<file path="src/rtl/hazard_flush_ctrl.sv">
// hazard_flush_ctrl
//   Hazard and flush controller for the 5-stage RISC-V pipeline.
//   - Detects load-use hazards between the ID instruction and a load in ID/EX
//     and stalls for one cycle.
//   - Flushes the younger stages on a taken branch resolved in EX/MEM.
//   - On a SYSTEM instruction, drains the pipeline for DRAIN_CYCLES and then
//     halts until reset.
//   - Counts stall cycles and branch flushes.
// Parameters
//   DRAIN_CYCLES : cycles spent in DRAIN before HALTED (>= 1)
//   CNT_W        : event counter width
// Ports
//   clk, reset          : clock, synchronous active-low reset
//   id_instr            : instruction in IF/ID
//   idex_mem_read       : ID/EX holds a load
//   idex_rd             : ID/EX destination register
//   exmem_branch_taken  : branch in EX/MEM resolved taken
//   pc_write            : PC load enable
//   ifid_write          : IF/ID load enable
//   ifid_flush          : clear IF/ID
//   idex_flush          : bubble into ID/EX
//   exmem_flush         : clear EX/MEM controls
//   halted              : core halted
//   stall_count         : load-use stall cycles
//   flush_count         : taken-branch flushes
// Control outputs are combinational from state and current inputs; state and
// counters update on the rising edge.
module hazard_flush_ctrl #(
   parameter int DRAIN_CYCLES = 3,
   parameter int CNT_W        = 32
) (
   input  logic             clk,
   input  logic             reset,
   input  logic [31:0]      id_instr,
   input  logic             idex_mem_read,
   input  logic [4:0]       idex_rd,
   input  logic             exmem_branch_taken,
   output logic             pc_write,
   output logic             ifid_write,
   output logic             ifid_flush,
   output logic             idex_flush,
   output logic             exmem_flush,
   output logic             halted,
   output logic [CNT_W-1:0] stall_count,
   output logic [CNT_W-1:0] flush_count
);

   localparam int DW = (DRAIN_CYCLES > 1) ? $clog2(DRAIN_CYCLES) : 1;
   localparam logic [DW-1:0] DLOAD = DW'(DRAIN_CYCLES - 1);

   localparam logic [6:0] OPC_LUI    = 7'b0110111;
   localparam logic [6:0] OPC_AUIPC  = 7'b0010111;
   localparam logic [6:0] OPC_JAL    = 7'b1101111;
   localparam logic [6:0] OPC_STORE  = 7'b0100011;
   localparam logic [6:0] OPC_OP     = 7'b0110011;
   localparam logic [6:0] OPC_BRANCH = 7'b1100011;
   localparam logic [6:0] OPC_SYSTEM = 7'b1110011;

   typedef enum logic [1:0] {RUN, DRAIN, HALTED} state_t;

   state_t        state;
   logic [DW-1:0] dcnt;

   logic [6:0] opc;
   logic [4:0] rs1, rs2;
   logic       uses_rs1, uses_rs2, load_use, is_sys;

   // Immediate / funct fields play no part in hazard detection.
   logic unused_bits;
   assign unused_bits = ^{id_instr[31:25], id_instr[14:7]};

   assign opc = id_instr[6:0];
   assign rs1 = id_instr[19:15];
   assign rs2 = id_instr[24:20];

   // U-type and JAL carry immediate bits in the rs1 field; only S/R/B read rs2.
   assign uses_rs1 = !(opc == OPC_LUI || opc == OPC_AUIPC || opc == OPC_JAL);
   assign uses_rs2 = (opc == OPC_STORE || opc == OPC_OP || opc == OPC_BRANCH);
   assign load_use = idex_mem_read && (idex_rd != 5'd0) &&
                     ((uses_rs1 && idex_rd == rs1) || (uses_rs2 && idex_rd == rs2));
   assign is_sys   = (opc == OPC_SYSTEM);

   always_comb begin
      pc_write    = 1'b1;
      ifid_write  = 1'b1;
      ifid_flush  = 1'b0;
      idex_flush  = 1'b0;
      exmem_flush = 1'b0;
      halted      = 1'b0;
      if (!reset) begin
         pc_write    = 1'b0;
         ifid_write  = 1'b0;
         ifid_flush  = 1'b1;
         idex_flush  = 1'b1;
         exmem_flush = 1'b1;
      end else begin
         case (state)
            RUN, DRAIN: begin
               if (exmem_branch_taken) begin
                  ifid_flush  = 1'b1;
                  idex_flush  = 1'b1;
                  exmem_flush = 1'b1;
               end else if (state == DRAIN || load_use || is_sys) begin
                  // Hold fetch and bubble ID/EX; SYSTEM itself is never issued.
                  pc_write   = 1'b0;
                  ifid_write = 1'b0;
                  idex_flush = 1'b1;
               end
            end
            default: begin
               pc_write   = 1'b0;
               ifid_write = 1'b0;
               idex_flush = 1'b1;
               halted     = 1'b1;
            end
         endcase
      end
   end

   always_ff @(posedge clk) begin
      if (!reset) begin
         state       <= RUN;
         dcnt        <= '0;
         stall_count <= '0;
         flush_count <= '0;
      end else begin
         case (state)
            RUN: begin
               if (exmem_branch_taken) begin
                  flush_count <= flush_count + 1'b1;
               end else if (load_use) begin
                  stall_count <= stall_count + 1'b1;
               end else if (is_sys) begin
                  dcnt  <= DLOAD;
                  state <= DRAIN;
               end
            end
            DRAIN: begin
               // A taken branch here means the SYSTEM was on the wrong path.
               if (exmem_branch_taken) begin
                  flush_count <= flush_count + 1'b1;
                  state       <= RUN;
               end else if (dcnt == '0) begin
                  state <= HALTED;
               end else begin
                  dcnt <= dcnt - 1'b1;
               end
            end
            default: state <= HALTED;
         endcase
      end
   end

endmodule
</file>
<file path="config.mk">
export PLATFORM = sky130hd
export DESIGN_NAME = hazard_flush_ctrl
export DESIGN_NICKNAME = d
export VERILOG_FILES = /design/src/rtl/hazard_flush_ctrl.sv
export SDC_FILE = /design/constraint.sdc
export NUM_CORES = 1
export LEC_CHECK = 0
export CELL_PAD_IN_SITES_DETAIL_PLACEMENT = 0
export CELL_PAD_IN_SITES_GLOBAL_PLACEMENT = 2
export CORE_ASPECT_RATIO = 0.5
export CORE_UTILIZATION = 29
export DETAILED_ROUTE_END_ITERATION = 16
export GPL_TIMING_DRIVEN = 0
export PLACE_DENSITY = 0.89
export SLEW_MARGIN = 20
export SYNTH_ARGS = -nofsm -noshare
export SYNTH_HDL_FRONTEND = slang
export SYNTH_SLANG_ARGS = --single-unit
</file>
<file path="constraint.sdc">
create_clock -name clk -period 4.7 [get_ports clk]
set_input_delay 0.705 -clock clk [delete_from_list [all_inputs] [get_ports clk]]
set_output_delay 0.705 -clock clk [all_outputs]
set_load 0.05 [all_outputs]
</file>
==> flow_summary.yaml <==
yosys:
  yosysSeqAreaShare_pct: 36.0
  yosys_most_used_dff: "dfxtp_1"
  synth.largest_area_cell: "dfxtp_1"
  netlist_area_um2: 3780
  synth_edf_count: 0
  ys_top_cells_by_area: "dfxtp_1 (36%), mux2i_1 (9.5%), nand2_1 (6.5%)"
  yosys.area.top_type_share_pct: 36.0
  syn-num-nets: 507
  avgSynthCellArea_um2: 8.17
  yosysMostFrequentCell: "dfxtp_1"
  ys_ff_latch: 68
  yosysUniqueCellTypes: 50
  synthCells: 463
  synth_common_cells: "dfxtp_1 (68), nand2_1 (66), mux2i_1 (36), nand2b_1 (36), a21oi_1 (33)"
  yosys_warnings: 0
  synthArstFlopShare_pct: 0
power_and_ir_drop:
  total_power_w: 0.00141
  powerDensity_nw_per_um2: 268
  ir_drop_mv: 0.159
  p_sw_w: 0.000313
  leakage_nw: 1.72
  clkPwrFrac_pct: 51.5
  seq_power_share_pct: 41.1
  comb_power_share_pct: 7.4
  intPower_w: 0.00110
  switching_share_pct: 22.2
critical_path:
  r2r_cells: 5
  required_ns: 3.99
  cp_max_fo: 10
  r2r_start: "stall_count[3]"
  startpoint_type: "input port"
  critPathKind: "in2out"
  reg2reg_slack_ns: 2.45
  worstPathArrival_ns: 3.69
  r2r-end: "stall_count[31]"
  crit_path_end_kind: "output pin"
grt:
  grt_max_degree: 12
  grt_pass1_vias: 3172
  grt_overflow: 0
  grt_pass1_wl_mm: 15.9
  track_usage_pct: 15.0
  antenna_found_initial: 0
cts:
  clock_latency_ns: 0.33
  hold_buffers: 0
  root_buffer: "clkbuf_16"
  clock_path_buffers: 2
  post_cts_buffers: 0
  clk_pin_slew_ns: 0.05
  numCtsBuffers: 9
  cts_tree: "yes"
  htreeDepth: 3
  cts-resized-gates: 0
  clkSinkCount: 68
floorplan:
  die_w_um: 164
  initial_core_util_pct: 29.8
  die_y_um: 82.8
  io_pins: 111
  placeableCoreArea_um2: 12700
  die-area_um2: 13500
  std_cell_rows: 29
timing:
  fin_crit_sh_pct: 93.5
  fmax_mhz: 228
  setup_viol: 0
  tightest_slew_ns: 0.928
  tns_ns: 0
  min_period_ns: 4.39
  fin_skew_ns: 0.00794
  rsz0062_at_grt: "no"
  finalHoldViolCount: 0
  maxSlewHeadroom_pct: 37.6
  drv_slew: 0
drt:
  drt_iter0_markers: 201
  drc: 0
  viasPerCell: 4.84
  vias: 3599
  ant_nets: 0
  wire_per_inst_um: 13.3
  dr.pass1.iters: 4
  wirelength_mm: 9.91
hold_path:
  hold_class: "reg2reg"
  hold_path_end: "stall_count[31]"
  hp-start: "stall_count[31]"
  hold_depth: 2
placement:
  place_congestion: 0.757
  dp_hpwl_mm: 7.16
  port_buffers: 95
layout:
  register_area_um2: 1360
  fill_cells: 1316
  diodes: 0
  nNetsFinal: 613
  multi_input_area_um2: 2260
  area_delta_synth_final_pct: 39.1
  layout-drive-gt1-share_pct: 5.92
job:
  cap_violations: 0
outcome:
  status: "complete, no violations"
how the worst max path moves through the flow:
stage	startpoint	to	slack, ns	cells after the start
after floorplan	idex_rd[1]	pc_write	0.32	5
after global placement	reset	pc_write	0.20	8
after detailed placement	reset	pc_write	0.24	8
after CTS	reset	pc_write	0.23	8
after global routing	reset	pc_write	0.07	8
final	reset	pc_write	0.31	8
logic make-up (layout without fill, tap and decap cells):
kind of cell / Yosys count / count (layout) / share of synthesized area [%]
buffers and inverters: 33 / 144 / 4.36
AOI/OAI and AO/OA: 63 / 63 / 10.3
DFF: 68 / 68 / 36.0
adders and majority gates: 3 / 3 / 0.992
and+or+nand+nor: 234 / 234 / 32.9
muxes: 36 / 36 / 9.52
xor gates and xnor gates: 26 / 26 / 6.02
power groups by stage:
stage	logic (W)	registers (W)	clock network (W)
after CTS	0.000106	0.000581	0.000751
final	0.000104	0.000581	0.000728
after detailed placement	0.000106	0.000594	0
after global routing	0.000114	0.000581	0.000777
after floorplan	0.0000513	0.000600	0
after global placement	0.000105	0.000594	0
stage by stage:
| stage | instance area (um^2) | setup WS [ns] | utilization, % | hold WS, ns | cells |
|---|---|---|---|---|---|
| 3_5_place_dp | 4950 | 0.240 | 39.0 | 0.463 | 728 |
| 5_1_grt | 5270 | 0.0745 | 41.5 | 0.479 | 744 |
| 4_1_cts | 5270 | 0.231 | 41.5 | 0.470 | 744 |
| 2_1_floorplan | 3780 | 0.317 | - | 0.459 | 463 |
| 3_3_place_gp | 4950 | 0.202 | 39.0 | 0.456 | 728 |
| 6_report | 5270 | 0.306 | 41.5 | 0.472 | 744 |
layer usage:
metal	vias to the layer above	track usage (%)	wire length, um
li1	1846	-	-
met1	1695	19.5	4860
met2	54	25.5	4650
met3	4	3.58	342
met4	0	2.78	59
met5	-	0	0
layout make-up:
type / count / share of cell area (%)
Timing Repair Buffer: 95 / 18.1
Inverter: 9 / 0.641
Tap cell: 170 / 4.04
Sequential cell: 68 / 25.8
Clock inverter: 5 / 1.43
Multi-Input combinational cell: 362 / 42.9
Clock buffer: 11 / 4.61
Buffer: 24 / 2.49
cells in the final DEF (no fill, tap or decap), drive strengths merged, types with 2 or more instances in the layout:
cell / netlist / final
nand3: 25 / 25
inv: 9 / 9
buf: 10 / 10
bufinv: 0 / 2
nand4: 23 / 23
mux2i: 36 / 36
nor4: 9 / 9
clkdlybuf4s50: 0 / 95
xnor2: 16 / 16
o21ai: 9 / 9
nand2: 66 / 66
a21oi: 37 / 37
clkbuf: 14 / 25
xor2: 10 / 10
nor3: 8 / 8
and3: 7 / 7
and2: 2 / 2
a21boi: 2 / 2
or3: 7 / 7
nor2: 32 / 32
ha: 3 / 3
and4b: 2 / 2
nand2b: 36 / 36
or4: 4 / 4
clkinv: 0 / 3
o21bai: 3 / 3
nor2b: 3 / 3
dfxtp: 68 / 68
and4: 6 / 6
critical path: stages:
cell and delay, ns:
clkdlybuf4s50_1 0.50, clkbuf_1 0.37, clkbuf_1 0.49, clkbuf_1 0.42, nand3b_1 0.12, o41ai_1 0.10
buf_4 0.18, clkdlybuf4s50_1 0.79
registers in the layout, indices dropped and copies added (netlist names):
signal,cells
flush_count,32
stall_count,32
dcnt,2
state,2
Note: power is estimated with default switching activity, not from simulation.
